`src/rtl/pu_tag_insert.sv`:
```
// pu_tag_insert: write side of the PU tag lookup path.
//   Takes insert/update/delete requests, hashes the key into two bucket
//   tables (table0 indexed by hash of key, table1 by hash of bit-reversed
//   key), scans the eight candidate slots, then issues the value-word and
//   bucket writes together in one WRITE cycle and reports a status.
// Ports:
//   clk, rst_n                    clock, async active-low reset
//   tag_ins_*                     request in (valid/ready/op/key/payload/pid)
//   tag_hash_table{0,1}_*         bucket read (rd/raddr, ack/rdata), write (wr/waddr/wdata)
//   tag_value_*                   value word read (rd/raddr, ack/rdata), write (wr/waddr/wdata)
//   tag_ins_status_*              one-cycle completion pulse with status and pid
//     status: 0 INSERTED, 1 UPDATED, 2 DELETED, 3 FULL, 4 NOT_FOUND

// Shared hash: 6-bit xor fold of the key, registered (one cycle latency).
module pu_tag_hash #(
  parameter int KEY_W = 32
) (
  input  logic             clk,
  input  logic [KEY_W-1:0] key,
  output logic [5:0]       hash_q
);
  logic [5:0] hash_d;
  always_comb begin
    hash_d = '0;
    for (int j = 0; j < 6; j++)
      for (int i = j; i < KEY_W; i += 6)
        hash_d[j] = hash_d[j] ^ key[i];
  end
  always_ff @(posedge clk) hash_q <= hash_d;
endmodule

module pu_tag_insert #(
  parameter  int KEY_W    = 32,
  parameter  int DEPTH_W  = 4,
  parameter  int HASH_W   = 4,
  parameter  int PAY_W    = 16,
  parameter  int PID_W    = 4,
  localparam int VADDR_W  = DEPTH_W + 3,
  localparam int ENTRY_W  = VADDR_W + HASH_W,
  localparam int BUCKET_W = 4 * ENTRY_W,
  localparam int VALUE_W  = KEY_W + PAY_W
) (
  input  logic                clk,
  input  logic                rst_n,
  input  logic                tag_ins_valid,
  output logic                tag_ins_ready,
  input  logic                tag_ins_op,
  input  logic [KEY_W-1:0]    tag_ins_key,
  input  logic [PAY_W-1:0]    tag_ins_payload,
  input  logic [PID_W-1:0]    tag_ins_pid,
  output logic                tag_hash_table0_rd,
  output logic [DEPTH_W-1:0]  tag_hash_table0_raddr,
  input  logic                tag_hash_table0_ack,
  input  logic [BUCKET_W-1:0] tag_hash_table0_rdata,
  output logic                tag_hash_table0_wr,
  output logic [DEPTH_W-1:0]  tag_hash_table0_waddr,
  output logic [BUCKET_W-1:0] tag_hash_table0_wdata,
  output logic                tag_hash_table1_rd,
  output logic [DEPTH_W-1:0]  tag_hash_table1_raddr,
  input  logic                tag_hash_table1_ack,
  input  logic [BUCKET_W-1:0] tag_hash_table1_rdata,
  output logic                tag_hash_table1_wr,
  output logic [DEPTH_W-1:0]  tag_hash_table1_waddr,
  output logic [BUCKET_W-1:0] tag_hash_table1_wdata,
  output logic                tag_value_rd,
  output logic [VADDR_W-1:0]  tag_value_raddr,
  input  logic                tag_value_ack,
  input  logic [VALUE_W-1:0]  tag_value_rdata,
  output logic                tag_value_wr,
  output logic [VADDR_W-1:0]  tag_value_waddr,
  output logic [VALUE_W-1:0]  tag_value_wdata,
  output logic                tag_ins_status_valid,
  output logic [2:0]          tag_ins_status,
  output logic [PID_W-1:0]    tag_ins_status_pid
);
  typedef enum logic [3:0] {
    S_IDLE, S_HASH, S_BRD, S_BWAIT, S_SCAN, S_VRD, S_VWAIT, S_WRITE, S_DONE
  } state_t;

  typedef struct packed {
    logic             op;
    logic [KEY_W-1:0] key;
    logic [PAY_W-1:0] payload;
    logic [PID_W-1:0] pid;
  } req_t;

  typedef logic [1:0][3:0][ENTRY_W-1:0] bkt_t;

  state_t     state_q, state_d;
  req_t       req_q, req_d;
  bkt_t       bkt_q, bkt_d, bkt_wdata;
  logic [1:0] got_q, got_d;
  logic [2:0] slot_q, slot_d, free_slot_q, free_slot_d, match_slot_q, match_slot_d;
  logic       free_vld_q, free_vld_d, match_q, match_d;
  logic [2:0] status_q, status_d;

  // hash[0] from key (table0 index), hash[1] from bit-reversed key (table1 index)
  logic [KEY_W-1:0]       key_t;
  logic [1:0][5:0]        hash;
  logic [1:0][DEPTH_W-1:0] idx;
  logic [1:0][HASH_W-1:0]  sig;

  always_comb begin
    for (int i = 0; i < KEY_W; i++) key_t[i] = req_q.key[KEY_W-1-i];
  end

  pu_tag_hash #(.KEY_W(KEY_W)) u_hash [1:0] (
    .clk    (clk),
    .key    ({key_t, req_q.key}),
    .hash_q (hash)
  );

  // Each table stores the other table's hash as signature.
  always_comb begin
    idx[0] = hash[0][DEPTH_W-1:0];
    idx[1] = hash[1][DEPTH_W-1:0];
    sig[0] = hash[1][HASH_W-1:0];
    sig[1] = hash[0][HASH_W-1:0];
  end

  // Current scan slot: slot_q[2] selects the table, [1:0] the slot.
  logic               cur_tbl, cur_hit, cur_rsv, key_eq;
  logic [ENTRY_W-1:0] cur_ent;
  logic [2:0]         tgt_slot;
  logic               tgt_tbl;
  logic [VADDR_W-1:0] tgt_addr;

  always_comb begin
    cur_tbl  = slot_q[2];
    cur_ent  = bkt_q[cur_tbl][slot_q[1:0]];
    cur_hit  = (cur_ent != '0) && (cur_ent[HASH_W-1:0] == sig[cur_tbl]);
    // value address 0 would encode as an all-zero (empty) entry
    cur_rsv  = (slot_q == 3'd0) && (idx[0] == '0);
    key_eq   = tag_value_rdata[VALUE_W-1 -: KEY_W] == req_q.key;
    tgt_slot = match_q ? match_slot_q : free_slot_q;
    tgt_tbl  = tgt_slot[2];
    tgt_addr = {tgt_tbl, idx[tgt_tbl], tgt_slot[1:0]};
    bkt_wdata = bkt_q;
    for (int t = 0; t < 2; t++)
      bkt_wdata[t][tgt_slot[1:0]] = req_q.op ? '0 : {tgt_addr, sig[t]};
  end

  always_comb begin
    state_d      = state_q;
    req_d        = req_q;
    bkt_d        = bkt_q;
    got_d        = got_q;
    slot_d       = slot_q;
    free_vld_d   = free_vld_q;
    free_slot_d  = free_slot_q;
    match_d      = match_q;
    match_slot_d = match_slot_q;
    status_d     = status_q;
    case (state_q)
      S_IDLE: if (tag_ins_valid) begin
        req_d.op      = tag_ins_op;
        req_d.key     = tag_ins_key;
        req_d.payload = tag_ins_payload;
        req_d.pid     = tag_ins_pid;
        state_d       = S_HASH;
      end
      S_HASH: state_d = S_BRD;
      S_BRD: begin
        got_d      = '0;
        slot_d     = '0;
        free_vld_d = 1'b0;
        match_d    = 1'b0;
        state_d    = S_BWAIT;
      end
      S_BWAIT: begin
        if (tag_hash_table0_ack && !got_q[0]) begin bkt_d[0] = tag_hash_table0_rdata; got_d[0] = 1'b1; end
        if (tag_hash_table1_ack && !got_q[1]) begin bkt_d[1] = tag_hash_table1_rdata; got_d[1] = 1'b1; end
        if (got_d == 2'b11) state_d = S_SCAN;
      end
      S_SCAN: begin
        if (cur_hit) state_d = S_VRD;
        else begin
          if (cur_ent == '0 && !cur_rsv && !free_vld_q) begin
            free_vld_d  = 1'b1;
            free_slot_d = slot_q;
          end
          if (slot_q == 3'd7) state_d = S_WRITE;
          else                slot_d  = slot_q + 3'd1;
        end
      end
      S_VRD: state_d = S_VWAIT;
      S_VWAIT: if (tag_value_ack) begin
        if (key_eq) begin
          match_d      = 1'b1;
          match_slot_d = slot_q;
          state_d      = S_WRITE;
        end else if (slot_q == 3'd7) state_d = S_WRITE;
        else begin
          slot_d  = slot_q + 3'd1;
          state_d = S_SCAN;
        end
      end
      S_WRITE: begin
        if (req_q.op) status_d = match_q ? 3'd2 : 3'd4;
        else          status_d = match_q ? 3'd1 : (free_vld_q ? 3'd0 : 3'd3);
        state_d = S_DONE;
      end
      S_DONE:  state_d = S_IDLE;
      default: state_d = S_IDLE;
    endcase
  end

  always_ff @(posedge clk or negedge rst_n)
    if (!rst_n) state_q <= S_IDLE;
    else        state_q <= state_d;

  always_ff @(posedge clk) begin
    req_q        <= req_d;
    bkt_q        <= bkt_d;
    got_q        <= got_d;
    slot_q       <= slot_d;
    free_vld_q   <= free_vld_d;
    free_slot_q  <= free_slot_d;
    match_q      <= match_d;
    match_slot_q <= match_slot_d;
    status_q     <= status_d;
  end

  logic in_wr, do_val, do_bkt;
  always_comb begin
    in_wr  = state_q == S_WRITE;
    do_val = match_q || (!req_q.op && free_vld_q);
    do_bkt = req_q.op ? match_q : (!match_q && free_vld_q);
  end

  assign tag_ins_ready         = state_q == S_IDLE;
  assign tag_hash_table0_rd    = state_q == S_BRD;
  assign tag_hash_table1_rd    = state_q == S_BRD;
  assign tag_hash_table0_raddr = idx[0];
  assign tag_hash_table1_raddr = idx[1];
  assign tag_hash_table0_wr    = in_wr && do_bkt && !tgt_tbl;
  assign tag_hash_table1_wr    = in_wr && do_bkt && tgt_tbl;
  assign tag_hash_table0_waddr = idx[0];
  assign tag_hash_table1_waddr = idx[1];
  assign tag_hash_table0_wdata = bkt_wdata[0];
  assign tag_hash_table1_wdata = bkt_wdata[1];
  assign tag_value_rd          = state_q == S_VRD;
  assign tag_value_raddr       = cur_ent[ENTRY_W-1 -: VADDR_W];
  assign tag_value_wr          = in_wr && do_val;
  assign tag_value_waddr       = tgt_addr;
  assign tag_value_wdata       = {req_q.key, req_q.op ? {PAY_W{1'b0}} : req_q.payload};
  assign tag_ins_status_valid  = state_q == S_DONE;
  assign tag_ins_status        = status_q;
  assign tag_ins_status_pid    = req_q.pid;

  logic unused_ok;
  assign unused_ok = ^{tag_value_rdata[PAY_W-1:0], hash};
endmodule

```
`config.mk`:
```
export PLATFORM = sky130hd
export DESIGN_NAME = pu_tag_insert
export DESIGN_NICKNAME = d
export VERILOG_FILES = /design/src/rtl/pu_tag_insert.sv
export SDC_FILE = /design/constraint.sdc
export NUM_CORES = 1
export LEC_CHECK = 0
export ABC_AREA = 1
export CORE_ASPECT_RATIO = 0.5
export CORE_MARGIN = 2
export CORE_UTILIZATION = 43
export DETAILED_ROUTE_END_ITERATION = 10
export PLACE_DENSITY_LB_ADDON = 0.2
export RECOVER_POWER = 25
export SLEW_MARGIN = 20
export SYNTH_ARGS = -nofsm -noshare
export SYNTH_HDL_FRONTEND = slang
export SYNTH_SLANG_ARGS = --single-unit
```
`constraint.sdc`:
```
create_clock -name clk -period 5.75 [get_ports clk]
set_input_delay 0.8625 -clock clk [delete_from_list [all_inputs] [get_ports clk]]
set_output_delay 0.8625 -clock clk [all_outputs]
set_load 0.01 [all_outputs]
```
# After elaboration in Yosys (flattened, before gate mapping)
# Cells that the tools add are included.
dict set report classes {
  reduce_logical 39
  eq_ne 20
  bitwise_logic 37
  addsub 1
  n_mux 45
  order_cmp 5
}
# operator count
set op_table {}
lappend op_table {{44-bit bitwise mux} 2}
lappend op_table {{44-bit 2-to-1 mux} 2}
lappend op_table {{11-bit 2-to-1 mux} 4}
lappend op_table {{4-bit 2-to-1 mux} 9}
lappend op_table {{1-bit bitwise XOR} 36}
lappend op_table {{32-bit == test} 1}
lappend op_table {{4-bit one-hot mux with 8 select lines} 1}
lappend op_table {{11-bit binary-select mux with 2-bit select} 1}
lappend op_table {{11-bit demux with 2-bit select} 1}
lappend op_table {{3-bit 2-to-1 mux} 7}
lappend op_table {{4-bit by 3-bit == test with 1-bit output, second input constant} 4}
lappend op_table {{16-bit 2-to-1 mux} 1}
lappend op_table {{2-bit != test, second input constant} 7}
lappend op_table {{1-bit logical AND} 13}
lappend op_table {{3-bit AND reduction} 4}
lappend op_table {{11-bit logical NOT} 1}
lappend op_table {{11-bit nonzero test} 1}
lappend op_table {{1-bit 2-to-1 mux} 9}
lappend op_table {{3-bit one-hot mux with 3 select lines} 1}
lappend op_table {{4-bit by 2-bit == test with 1-bit output, second input constant} 2}
lappend op_table {{4-bit logical NOT} 2}
lappend op_table {{2-bit 2-to-1 mux} 4}
lappend op_table {{4-bit AND reduction} 2}
lappend op_table {{1-bit logical NOT} 7}
lappend op_table {{18 further kinds} 25}
dict set report totals {
  reg_bits 169
  output_inout_bits 181
  input_bits 195
}

# Logic depth before layout (Yosys ltp)
# Gate-level depths: netlist of run 1.
dict set report logic_depth {
  ltp_word 10
  ltp_mapped 17
  ltp_nobuf 15
}

# Modules after synthesis
# A second synthesis of run 1 with hierarchy kept.
dict set report unflattened {
  hier_cells 1139
  hier_area_um2 9619.2
}
# mod area_per_inst_um2 cells_each seq_area_each_um2 instances
set modules_own_cells {}
lappend modules_own_cells {pu_tag_insert 8418.1 907 4814.6 1}
lappend modules_own_cells {pu_tag_hash 600.6 116 120.1 2}

# Least setup slack after synthesis of run 1
# Ideal clock, no wire load.
dict set report synth_timing {
  path_type {input port to flip-flop}
  from {input tag_ins_valid}
  to {register req_q[10] (netlist bit) (enable)}
  cell_stages 2
  slack_ps 686
  path_buffers 0
  arrival_ps 4534
  required_ps 5221
  path_cell_list {inv_1 nor3_1}
}
dict set report synth_via {
  elab_chain_cells 1
}
# element line_no
set synth_rtl {}
lappend synth_rtl {{start, declared} 45} ;# input logic tag_ins_valid,
lappend synth_rtl {{2-bit AND reduction (no source line)} n/a}
lappend synth_rtl {{end signal, assigned} 213} ;# req_q <= req_d;
lappend synth_rtl {{end, declared} 90} ;# req_t req_q, req_d;
# Every way passes these cells.
# A chain may end at the register's enable or synchronous reset.

# Worst setup path after layout of run 1
dict set report layout_timing {
  from {register slot_q[0]}
  to {output tag_value_raddr[3]}
}
dict set report layout_via {
  elab_chain_cells 2
}
# element line_no
set layout_rtl {}
lappend layout_rtl {{start, declared} 93} ;# logic [2:0] slot_q, slot_d, free_slot_q, free_slot_d, match_slot_q, match_slot_d;
lappend layout_rtl {{start signal, assigned} 216} ;# slot_q <= slot_d;
lappend layout_rtl {{11-bit binary-select mux with 2-bit select} 130} ;# cur_ent = bkt_q[cur_tbl][slot_q[1:0]];
lappend layout_rtl {{11-bit 2-to-1 mux (implied by the code)} 130}
lappend layout_rtl {{end, declared} 66} ;# output logic [VADDR_W-1:0] tag_value_raddr,
# Every way passes these cells. The select of a mux whose other input is x is not followed.

==> results.txt, run 1 <==
In the finished design, the share of the clock period the worst path needs comes to 76.4%. The worst reg-to-reg setup slack came out at about 2.4 ns. Buffers placed on the I/O ports in this run total approximately 360. The CTS H-tree depth came out at 4. The number of antenna violations at the first check in global routing is 2. The data required time at the worst endpoint is 4.89 ns. The endpoint type of the worst setup path is a primary output. The detailed router's first-iteration violation count is approximately 600. The warning count from the yosys run is 0.

The final reports fail on max-capacitance violations, max-slew violations. The final critical path time including I/O delays and setup is approximately 4.4 ns. The number of instances in the placed design came out at about 1,500.

The final worst setup slack is about 1.4 ns. The count of nets after finishing came out at about 1,400. The mapped netlist covers 0.00876 sq mm. The critical path goes through clkbuf_1, o211ai_1, nand3_1, nand2_1, inv_1, clkdlybuf4s50_1.

The max-capacitance violation count came out at 1. The final hold violation count was 0. The highest attainable clock frequency is about 230 MHz.

The XOR/XNOR share of the synthesized area came out at between 5 and 6%. Dividing the detail-routed wire length by the instance count gives approximately 19 um. The portion of netlist area occupied by mux cells is 0%.

After the flow finishes, the layout carries non-filler instances totaling about 1,500. The post-synthesis average cell area came out at ~9.4 sq um. The ratio of total power to cell area came out at just over 400 mW/mm^2. Entering global routing, the biggest net connects 70 pins.

The proportion of register bits with asynchronous set or reset after synthesis is roughly 2.4%. The overflow left after global routing is 0. The area of the die came out at approximately 0.022 sq mm. The initialized floorplan defines 36 standard-cell rows. STA classifies the critical path startpoint as a flip-flop. The first-pass GRT wire length came out at roughly 42 mm. Routability-driven placement finished with a final weighted congestion of roughly 0.91. The leading cell type in the layout, fill and taps excluded is sky130_fd_sc_hd__clkdlybuf4s50_1. The run finished, with violations left. The share of synthesized area occupied by flip-flops and latches is 56.8%.

The synthesized netlist devotes about 8.3% of its cell area to compound gates. The clock passes through at most 2 buffers. Clock-pin slew was measured on the worst setup and hold paths at 0.07 ns. By area the synthesized netlist is led by sky130_fd_sc_hd__edfxtp_1 54%, sky130_fd_sc_hd__nand2_1 8.1%, sky130_fd_sc_hd__inv_1 6.1%.

After routing, the total negative slack on setup checks comes to 0 ns. The worst setup path is of the reg -> out kind. The synthesized-area fraction occupied by adder cells came out at 0.286%.

The die extent in x came out at a little over 200 um. Setup repair after global routing left no endpoint under its margin. Once layout is complete, the utilization of the core stands at between 60% and 70%. The slowest stage of the critical path belongs to the cell sky130_fd_sc_hd__clkbuf_1. The clock sink count is 169. The post-CTS repair timing setup buffer count came out at 0. The number of global-route vias before repair is ~7,700.

Global routing used 26.1% of the available tracks across all layers. Counting flops with a built-in enable in the synthesized netlist gives approximately 160. The fraction of the mapped netlist area in simple logic gates is approximately 17%.

The leakage power total came out at between 5 and 6 nW. The insertion delay of the later-clocked pin in the worst-skew pair is about 0.44 ns. The HPWL after detailed placement is between 20 and 25 mm. Dividing the detail-routed via count by the number of cells gives around 5. On the final layout, the worst hold slack is about 0.54 ns. The area share of the largest cell type after synthesis is between 50% and 60%. After synthesis, the netlist uses 36 different library cells. The endpoint of the lowest-slack register-to-register path is free_slot_q[0]. TritonCTS built the clock tree. The DRC violation count after routing came out at 0. Of all cell types, the one taking the most synthesized area is sky130_fd_sc_hd__edfxtp_1. The number of antenna-violating nets in the routed design is 0. The count of state elements after synthesis came out at 169. The largest vdd supply drop came out at ~420 uV. Setup violations remaining at the end of the flow were counted as 0. The dominant register cell in the synthesized netlist is sky130_fd_sc_hd__edfxtp_1. Once the clock tree was built, the resizer swapped 0 gates to a different size.

The terminating pin of the worst hold path is state_q[2]. Synthesis produced a netlist with a net count of 1,128. The total routed wirelength came out at between 20 and 30 mm.

The largest single stage delay on the critical path is around 1.4 ns. The starting density of the core came out at between 40% and 50%. The synthesized instance count came out at around 930. The detailed-router iteration count before antenna repair is 5. The final clock skew is 0.00872 ns. The worst hold path begins at state_q[2]. The area growth from synthesis to layout is 46.6%. The total vias in the final route came out at 7,653. The root buffer cell is sky130_fd_sc_hd__clkbuf_16.

The quantity of hold-fixing buffers added after cts is 0. After synthesis, the largest family of logic cells by area is simple AND/OR/NAND/NOR gates. The worst register-to-register path begins at slot_q[0]. The number of ports placed on the die boundary came out at approximately 380. The total clock buffers created by CTS came out at 17. The pin slew with the least headroom to its limit came out at between 1.5 and 2 ns. The vertical extent of the die came out at 105 um.

The filler cell count in the final layout came out at ~1,600. The library cells used most frequently in the layout, excluding fill and tap cells, are 242 x sky130_fd_sc_hd__clkdlybuf4s50_1, 189 x sky130_fd_sc_hd__nand2_1, 157 x sky130_fd_sc_hd__edfxtp_1. The tightest min-delay check is of the reg -> reg type. The top fanout value on the critical path is 31. Prior to clock tree synthesis, the placed netlist has a worst setup slack of around 1.9 ns. The area of the core region is just under 0.02 sq mm. The relative max-transition margin came out at -24.8%.

The number of pins with negative max-slew slack in the final report is 32. The cell count of the worst reg-to-reg path came out at 10. The depth of the worst hold-timing path came out at 2. Of the cells placed in the final design, the portion with a size suffix greater than 1 is 5.66%. The critical path arrival is about 3.5 ns.
## routing by layer
layer  global-route usage (%)  routed length [um]
met1                     31.7               11100
met2                     44.5               13900
met3                     6.71                2380
met4                     10.1                 865
met5                        0                   0
## registers in the layout, indices dropped and copies added, names as in the netlist, 4 cells and up
name,count
tag_value_wdata,32
tag_ins_status_pid,4
state_q,4
bkt_q,88
u_hash.hash_q,8
req_q,17
## power by group
part           total, mW  switching [mW]  leakage [nW]  internal, mW
clock network       1.15           0.500         0.267         0.652
registers           1.75           0.170          1.55          1.58
logic               2.38            1.35          3.30          1.03
total               5.29            2.02          5.12          3.26
## worst max path at each step
stage,startpoint,end,slack (ns),cells past startpoint
CTS,match_q,tag_hash_table0_wdata[21],1.38,9
global route,match_q,tag_hash_table0_wdata[21],1.17,9
global placement,match_q,tag_hash_table0_wdata[21],1.93,9
detailed placement,match_q,tag_hash_table0_wdata[21],1.88,9
floorplan,tag_ins_valid,req_q[10],0.69,2
finish,slot_q[0],tag_value_raddr[3],1.36,6
## layout make-up
class                      instances  area (sq um)  area share [%]
tap                              266           333            2.59
timing repair buffer             370          3670            28.6
sequential                       169          4970            38.7
multi-input combinational        536          2720            21.2
inverter                         148           556            4.33
antenna                            2          5.00          0.0390
clock buffer                      18           439            3.42
clock inverter                    14           149            1.16
## critical path: cells and delay by family, from the launching register on
family / cells / cell delay [ns]
AO/OA/AOI/OAI: 1 / 0.49
buffers and inverters: 3 / 1.96
flip-flops: 1 / 0.36
AND/OR/NAND/NOR: 2 / 0.28
## synthesized netlist by cell type, types with 6 or more instances
library cell               number
sky130_fd_sc_hd__a21oi_1       10
sky130_fd_sc_hd__buf_2         16
sky130_fd_sc_hd__buf_4         49
sky130_fd_sc_hd__clkbuf_1       6
sky130_fd_sc_hd__dfxtp_1        8
sky130_fd_sc_hd__edfxtp_1     157
sky130_fd_sc_hd__inv_1        143
sky130_fd_sc_hd__nand2_1      189
sky130_fd_sc_hd__nand3_1       61
sky130_fd_sc_hd__nor2_1        65
sky130_fd_sc_hd__nor2_2         7
sky130_fd_sc_hd__nor3_1         7
sky130_fd_sc_hd__o211ai_1       6
sky130_fd_sc_hd__o21ai_0       84
sky130_fd_sc_hd__o21ai_1        9
sky130_fd_sc_hd__o22ai_1       11
sky130_fd_sc_hd__or2_2          6
sky130_fd_sc_hd__xnor2_1       35
sky130_fd_sc_hd__xor2_1        19
## cells by family (layout without fill, tap and decap cells)
| family | after synthesis | count (layout) |
|---|---|---|
| simple gates | 349 | 349 |
| buf+inv | 226 | 550 |
| flops | 169 | 169 |
| compound gates | 131 | 131 |
| xor+xnor | 54 | 54 |
| fa+ha+maj | 2 | 2 |
| other cells | 0 | 2 |
## stage by stage
stage	area, sq um	power, mW
6_report	12800	5.29
5_1_grt	12800	5.59
4_1_cts	12800	5.32
3_5_place_dp	12300	4.16
3_3_place_gp	12300	4.12
2_1_floorplan	8760	3.12
Note: power is estimated with default switching activity, not from simulation.
==> inputs of run 2 (changes only) <==
--- a/config.mk
+++ b/config.mk
@@ -8,7 +8,7 @@
 export ABC_AREA = 1
 export CORE_ASPECT_RATIO = 0.5
 export CORE_MARGIN = 2
-export CORE_UTILIZATION = 43
+export CORE_UTILIZATION = 39
 export DETAILED_ROUTE_END_ITERATION = 10
 export PLACE_DENSITY_LB_ADDON = 0.2
 export RECOVER_POWER = 25
==> constraint.sdc (replaced) <==
create_clock -name clk -period 4 [get_ports clk]
set_input_delay 0.6 -clock clk [delete_from_list [all_inputs] [get_ports clk]]
set_output_delay 0.6 -clock clk [all_outputs]
set_load 0.01 [all_outputs]
==> run 2 against run 1 <==
Effect of this change:
- largest cell class unchanged
- routed wire length up 1.6%
- utilization is 6.0 points lower
- cell count rose by 2.6%
- critical path type unchanged
- via count is 0.59% lower
- the run now ends clean
- sequential power grew 46%
- non-clock buffer count rose by 5
- clock power is 46% higher
- register-to-register slack got worse by 1.3 ns
- clock skew is 0.0024 ns lower
==> results.txt, run 2 (same netlist as run 1, synthesis figures left out) <==
The final critical path time including I/O delays and setup came out at 3.74 ns. Compared with the post-synthesis result, the final layout area differs by 47.6%. Leaving out fill and tap cells, the most frequent cell in the layout is sky130_fd_sc_hd__clkdlybuf4s50_1.

Setup violations remaining at the end of the flow were counted as 0. The critical path arrival came out at 3.14 ns. The via-per-instance ratio came out at 4.87.

TritonCTS built the clock tree. The final hold violation count is 0. In this run the critical register-to-register path is captured at free_slot_q[2]. The leakage power total is just over 5 nW. The total power is 7.65 mW. OpenSTA, run right after detailed placement, puts the worst setup slack at between 0.7 and 0.8 ns. The clock sink count is about 170. The die extent in x came out at around 220 um. The number of antenna violations at the first check in global routing is 2. The critical path class is reg -> out. At the end of routability-driven placement, the weighted congestion stood at slightly above 0.9. The largest net degree at the start of global routing is 70. The detailed router's first-iteration violation count is between 600 and 700. The clock-pin slew on the worst setup and hold paths is about 0.06 ns. The H-tree was split into 4 levels. The max-capacitance violation count is 0.

On the critical path the largest part of the delay comes from buffers and inverters. The critical path's largest stage delay is ~0.57 ns. The largest vdd supply drop came out at between 400 and 500 uV.

The number of global-route vias before repair came out at approximately 7,500. The count of input and output buffers came out at approximately 360. After detailed routing, the met3 layer carries approximately 1.9 mm of wire. The vertical extent of the die is ~110 um. Setup repair after global routing left no endpoint under its margin.

Counting buffers and inverters, the worst setup path is 9 cells deep. Measured against its own limit, the worst slew margin works out to 49.6%. The share of post-route cells with drive strength above 1 is 5.71%. The area of the core region came out at between 0.02 and 0.025 sq mm. The first global-routing pass estimated 42.6 mm of wire. Measured in cells, the most critical reg-to-reg path has a length of 9.

The number of pins with negative max-slew slack in the final report is 0. The detailed-router iteration count before antenna repair came out at 5. The amount of wire on met2 after detailed routing is 14.2 mm. The run finished with clean final reports.

The final clock period utilization by the worst path came out at about 93%. Walking the worst path, the cells encountered are inv_2, or2_1, o21ai_2, inv_2, nor2_2, buf_4, nand2_1, nand2_1, clkdlybuf4s50_1. The top register by number of flip-flops is bkt_q. The worst setup path is launched from a flip-flop.

The total track usage came out at around a quarter. The pin slew with the least headroom to its limit came out at 0.756 ns. The insertion delay of the later-clocked pin in the worst-skew pair is 0.44 ns.

The DRC violation count after routing is 0. The worst reg-to-reg setup slack is between 1 and 1.5 ns. The count of standard-cell rows is 38. The quantity of hold-fixing buffers added after cts came out at 0. The post-cts gate resize count is 0.

The number of non-filler instances in the completed layout came out at ~1,600. The starting density of the core came out at between 40% and 50%. The routed wirelength normalized by instance count came out at 18.4 um.

Once detail routing completed, the nets flagged for antenna violations numbered 0. The floorplan step defined a die boundary enclosing 0.0237 sq mm. Detailed placement finished with a half-perimeter wire length of roughly 21 mm. The sum of negative setup slack came out at 0 ns. The final worst setup slack is between 0.2 and 0.3 ns.

The critical path buffer and inverter count is 4. The sum of routed wire segments on met1 came out at 11.9 mm. The endpoint type of the worst setup path is a primary output. CTS placed an instance of sky130_fd_sc_hd__clkbuf_16 at the clock tree root. The highest metal layer carrying signal wires in the routed design is met5. The number of ports placed on the die boundary is around 380.

The data required time at the worst endpoint came out at about 3.4 ns. The count of nets after finishing came out at ~1,400. The final clock skew came out at about 0.0063 ns. Wires add up to around 29 mm.

Across all layers, the routed design uses 7,608 vias. The worst register-to-register path begins at slot_q[0]. The worst hold slack across all endpoints is 0.425 ns. The top fanout value on the critical path came out at 28. The number of instances in the placed design came out at 1,528. In this run, CTS created clock tree buffers numbering 17.

The maximum buffer depth of the clock tree came out at 2. Leaving out fill and tap cells, the most frequent cells in the layout are 235 x sky130_fd_sc_hd__clkdlybuf4s50_1, 189 x sky130_fd_sc_hd__nand2_1, 157 x sky130_fd_sc_hd__edfxtp_1. The tightest min-delay check is of the in -> async type. The critical path ends at tag_hash_table0_wdata[30].

The slowest stage of the critical path is the sky130_fd_sc_hd__clkdlybuf4s50_1 cell. Tracing the worst setup path back leads to its startpoint at match_q. The post-CTS repair timing setup buffer count is 0. For this design the ratio of total power to cell area is between 500 and 600 mW/mm^2. The total overflow left after global routing is 0.

The highest attainable clock frequency is ~270 MHz. The number of flip-flops under the largest register name came out at 88.
-- run 2: per-stage QoR --
step	util [%]	cell area, sq um
final	59.1	12900
after global routing	59.1	12900
after CTS	59.1	12900
after detailed placement	56.4	12300
after global placement	56.4	12300
after floorplan	-	8760
-- run 2: per-layer routing --
metal  vias to the layer above  global-route usage [%]
met5                         -                       0
met3                        56                    6.06
met1                      3624                    29.8
met2                       302                    41.9
met4                         2                    9.20
li1                       3624                       -
-- run 2: worst min-delay path by stage --
| stage | end | slack, ns | depth (start not counted) |
|---|---|---|---|
| floorplan | state_q[0] | 0.30 | 0 |
| global placement | state_q[2] | 0.51 | 2 |
| detailed placement | state_q[2] | 0.56 | 2 |
| CTS | state_q[2] | 0.34 | 1 |
| global route | state_q[2] | 0.42 | 1 |
| finish | state_q[2] | 0.42 | 1 |
-- run 2: layout make-up --
cell class / instances / area [sq um]
antenna: 2 / 5.00
timing repair buffer: 375 / 3710
inverter: 148 / 556
multi-input combinational: 536 / 2720
clock buffer: 20 / 437
sequential: 169 / 4970
tap: 300 / 375
fill: 1889 / 8940
clock inverter: 12 / 151
-- run 2: report_power, final --
group	internal [mW]	switching, mW	total (mW)	leakage (nW)
Clock	0.978	0.698	1.68	0.275
Combinational	1.49	1.94	3.43	3.33
Sequential	2.27	0.272	2.55	1.55
==> inputs of run 3 (changes only) <==
--- a/config.mk
+++ b/config.mk
@@ -8,10 +8,11 @@
 export ABC_AREA = 1
 export CORE_ASPECT_RATIO = 0.5
 export CORE_MARGIN = 2
-export CORE_UTILIZATION = 39
+export CORE_UTILIZATION = 43
 export DETAILED_ROUTE_END_ITERATION = 10
-export PLACE_DENSITY_LB_ADDON = 0.2
+export PLACE_DENSITY = 0.81
 export RECOVER_POWER = 25
+export REMOVE_ABC_BUFFERS = 1
 export SLEW_MARGIN = 20
 export SYNTH_ARGS = -nofsm -noshare
 export SYNTH_HDL_FRONTEND = slang
==> constraint.sdc (replaced) <==
create_clock -name clk -period 4.1 [get_ports clk]
set_input_delay 0.615 -clock clk [delete_from_list [all_inputs] [get_ports clk]]
set_output_delay 0.615 -clock clk [all_outputs]
set_load 0.01 [all_outputs]
==> run 3 against run 2 <==
Effect of this change:
- sequential power decreased by 3%
- routed wire length is 1.4% higher
- hold slack better by 0.049 ns
- critical path type unchanged
- first-iteration DRC count is 6.0% higher
- die area is 9.1% lower
- register-to-register slack improved by 0.10 ns
- non-clock buffer count is the same
- flip-flop and latch count is the same
- total power is 3.3% lower
- via count grew 1.5%
- clock skew grew 0.0069 ns
==> results.txt, run 3 (same netlist as run 1, synthesis figures left out) <==
The final hold violation count is 0. In the layout the commonest cells are 235 x sky130_fd_sc_hd__clkdlybuf4s50_1, 189 x sky130_fd_sc_hd__nand2_1, 157 x sky130_fd_sc_hd__edfxtp_1. For this configuration, the core starts out at a cell density of between 40% and 50%. In this run, CTS created clock tree buffers numbering 17. The insertion delay of the later-clocked pin in the worst-skew pair is 0.44 ns.

In this run the number of H-tree levels came out at 4. The largest vdd supply drop is 323 uV. The number of antenna violations at the first check in global routing is 1. At the end of routability-driven placement, the weighted congestion stood at 0.903. The pin slew with the least headroom to its limit came out at 0.757 ns. The via-per-instance ratio is 5.06. For this run the aggregate overflow at the end of global routing stands at 0.

The number of pins with negative max-slew slack in the final report came out at 0. By startpoint and endpoint, the worst setup path is classified as reg -> out. For this run, design rule violations remaining after detail routing come to 0. The total power came out at 7.40 mW.

For the worst setup path, the data required time is about 3.5 ns. The number of flip-flops under the largest register name is 88. The worst setup path is launched from a flip-flop. The number of antenna-violating nets in the routed design is 0. The post-CTS repair timing setup buffer count came out at 0. The share of post-route cells with drive strength above 1 came out at 5.87%. For flop-to-flop paths, the worst setup slack is about 1.2 ns. The total of endpoints with negative setup slack in the final report is 0. Setup repair after global routing left no endpoint under its margin.

The final clock period utilization by the worst path came out at between 90% and 100%. Entering global routing, the biggest net connects 70 pins. The total routed wirelength came out at just under 30 mm. The count of buffers added on input and output ports is approximately 360.

The quantity of hold-fixing buffers added after cts is 0. Summed over all nets, the half-perimeter wirelength after detailed placement is around 22 mm. The area added between synthesis and finish came out at 46.8%.

The highest attainable clock frequency is ~250 MHz. Once routing completed, OpenROAD measured the worst setup slack at 0.171 ns. The first-pass GRT wire length is between 40 and 50 mm.

The final critical path time including I/O delays and setup is roughly 3.9 ns. The area of the core region is a little under 0.02 sq mm. The sum of negative setup slack came out at 0 ns. In this run the vertical extent of the chip is about 100 um.

The die extent in x is a little over 200 um. bkt_q holds more flip-flops than any other register. The clock-pin slew on the worst setup and hold paths is around 0.070 ns.

The maximum buffer depth of the clock tree came out at 2. The library cell used most frequently in the layout, excluding fill and tap cells, is sky130_fd_sc_hd__clkdlybuf4s50_1. The critical path arrival is 3.31 ns. In this run the worst hold path is classified as in -> async.

The count of nets after finishing is approximately 1,400. In this run the static leakage power is 5.15 nW. STA classifies the critical path endpoint as a primary output. Row generation in the floorplan step produced 36 rows. The number of non-filler instances in the completed layout is approximately 1,500. The run finished with clean final reports. In this run the worst path has a maximum fanout of 19. The ratio of total power to cell area is 575 mW/mm^2.

The total vias in the final route is 7,720. The detailed-router iteration count before antenna repair is 5. Once the clock tree was built, the resizer swapped 0 gates to a different size. Across every metal layer, demand over resource in global routing totals between 20% and 30%.

The post-placement setup slack is 0.682 ns. The relative max-transition margin came out at 49.5%. The final clock skew is 0.0131 ns.

The max-capacitance violation count came out at 0. Dividing the detail-routed wire length by the instance count gives 19.0 um. The area of the die came out at between 0.02 and 0.025 sq mm. The number of global-route vias before repair was 7,729. TritonCTS built the clock tree. The filler cell count in the final layout is 1,592. The clock sink count is around 170. The tree is rooted in a sky130_fd_sc_hd__clkbuf_16.

The detailed router's first-iteration violation count is about 660. The number of ports placed on the die boundary is between 300 and 400. Cells fill 65.2% of the core in the end. The number of instances in the placed design is around 1,500.
==> run 3: worst max-delay path, stage by stage (launching register included) <==
cell and delay [ns]:
sky130_fd_sc_hd__edfxtp_1 0.51, sky130_fd_sc_hd__inv_2 0.15, sky130_fd_sc_hd__or2_1 0.13, sky130_fd_sc_hd__o21ai_2 0.15
sky130_fd_sc_hd__nor2_2 0.14, sky130_fd_sc_hd__buf_4 0.26, sky130_fd_sc_hd__nand2_1 0.41, sky130_fd_sc_hd__inv_1 0.32
sky130_fd_sc_hd__nand2_1 0.13, sky130_fd_sc_hd__o21ai_0 0.08, sky130_fd_sc_hd__clkdlybuf4s50_1 0.59
==> run 3: worst paths after layout <==
check                           start                   endpoint  depth (start not counted)
setup / recovery              match_q  tag_hash_table1_wdata[40]                         10
hold / removal                  rst_n                 state_q[0]                          1
setup reg to reg            slot_q[0]             free_slot_q[2]                          9
hold reg to reg            state_q[2]                 state_q[2]                          2
max in group asynchronous       rst_n                 state_q[3]                          1
min in group clk           state_q[2]                 state_q[2]                          2
==> run 3: metal layers <==
metal / vias to the layer above / routed length, um / track usage (%)
li1: 3624 / - / -
met1: 3668 / 11700 / 34.5
met2: 379 / 14400 / 46.0
met3: 49 / 2330 / 5.49
met4: 0 / 600 / 9.08
met5: - / 0 / 0
==> run 3: final cells by class <==
| class | instances | area [sq um] | share of cell area (%) |
|---|---|---|---|
| antenna | 1 | 2.50 | 0.0195 |
| clock buffer | 20 | 437 | 3.40 |
| clock inverter | 12 | 129 | 1.00 |
| inverter | 148 | 556 | 4.32 |
| multi-input combinational | 536 | 2710 | 21.1 |
| sequential | 169 | 4970 | 38.7 |
| tap | 266 | 333 | 2.59 |
| timing repair buffer | 375 | 3710 | 28.9 |
==> run 3: stage by stage <==
| step | cell area, sq um | hold slack, ns |
|---|---|---|
| 6_report | 12900 | 0.474 |
| 5_1_grt | 12900 | 0.479 |
| 4_1_cts | 12900 | 0.387 |
| 3_5_place_dp | 12300 | 0.531 |
| 3_3_place_gp | 12300 | 0.529 |
| 2_1_floorplan | 8220 | 0.319 |
==> run 3: power breakdown <==
group          total (mW)  internal [mW]  leakage [nW]  switching [mW]
combinational        3.35           1.45          3.33            1.89
sequential           2.48           2.22          1.55           0.257
clock                1.57          0.895         0.270           0.677
total                7.40           4.57          5.15            2.83
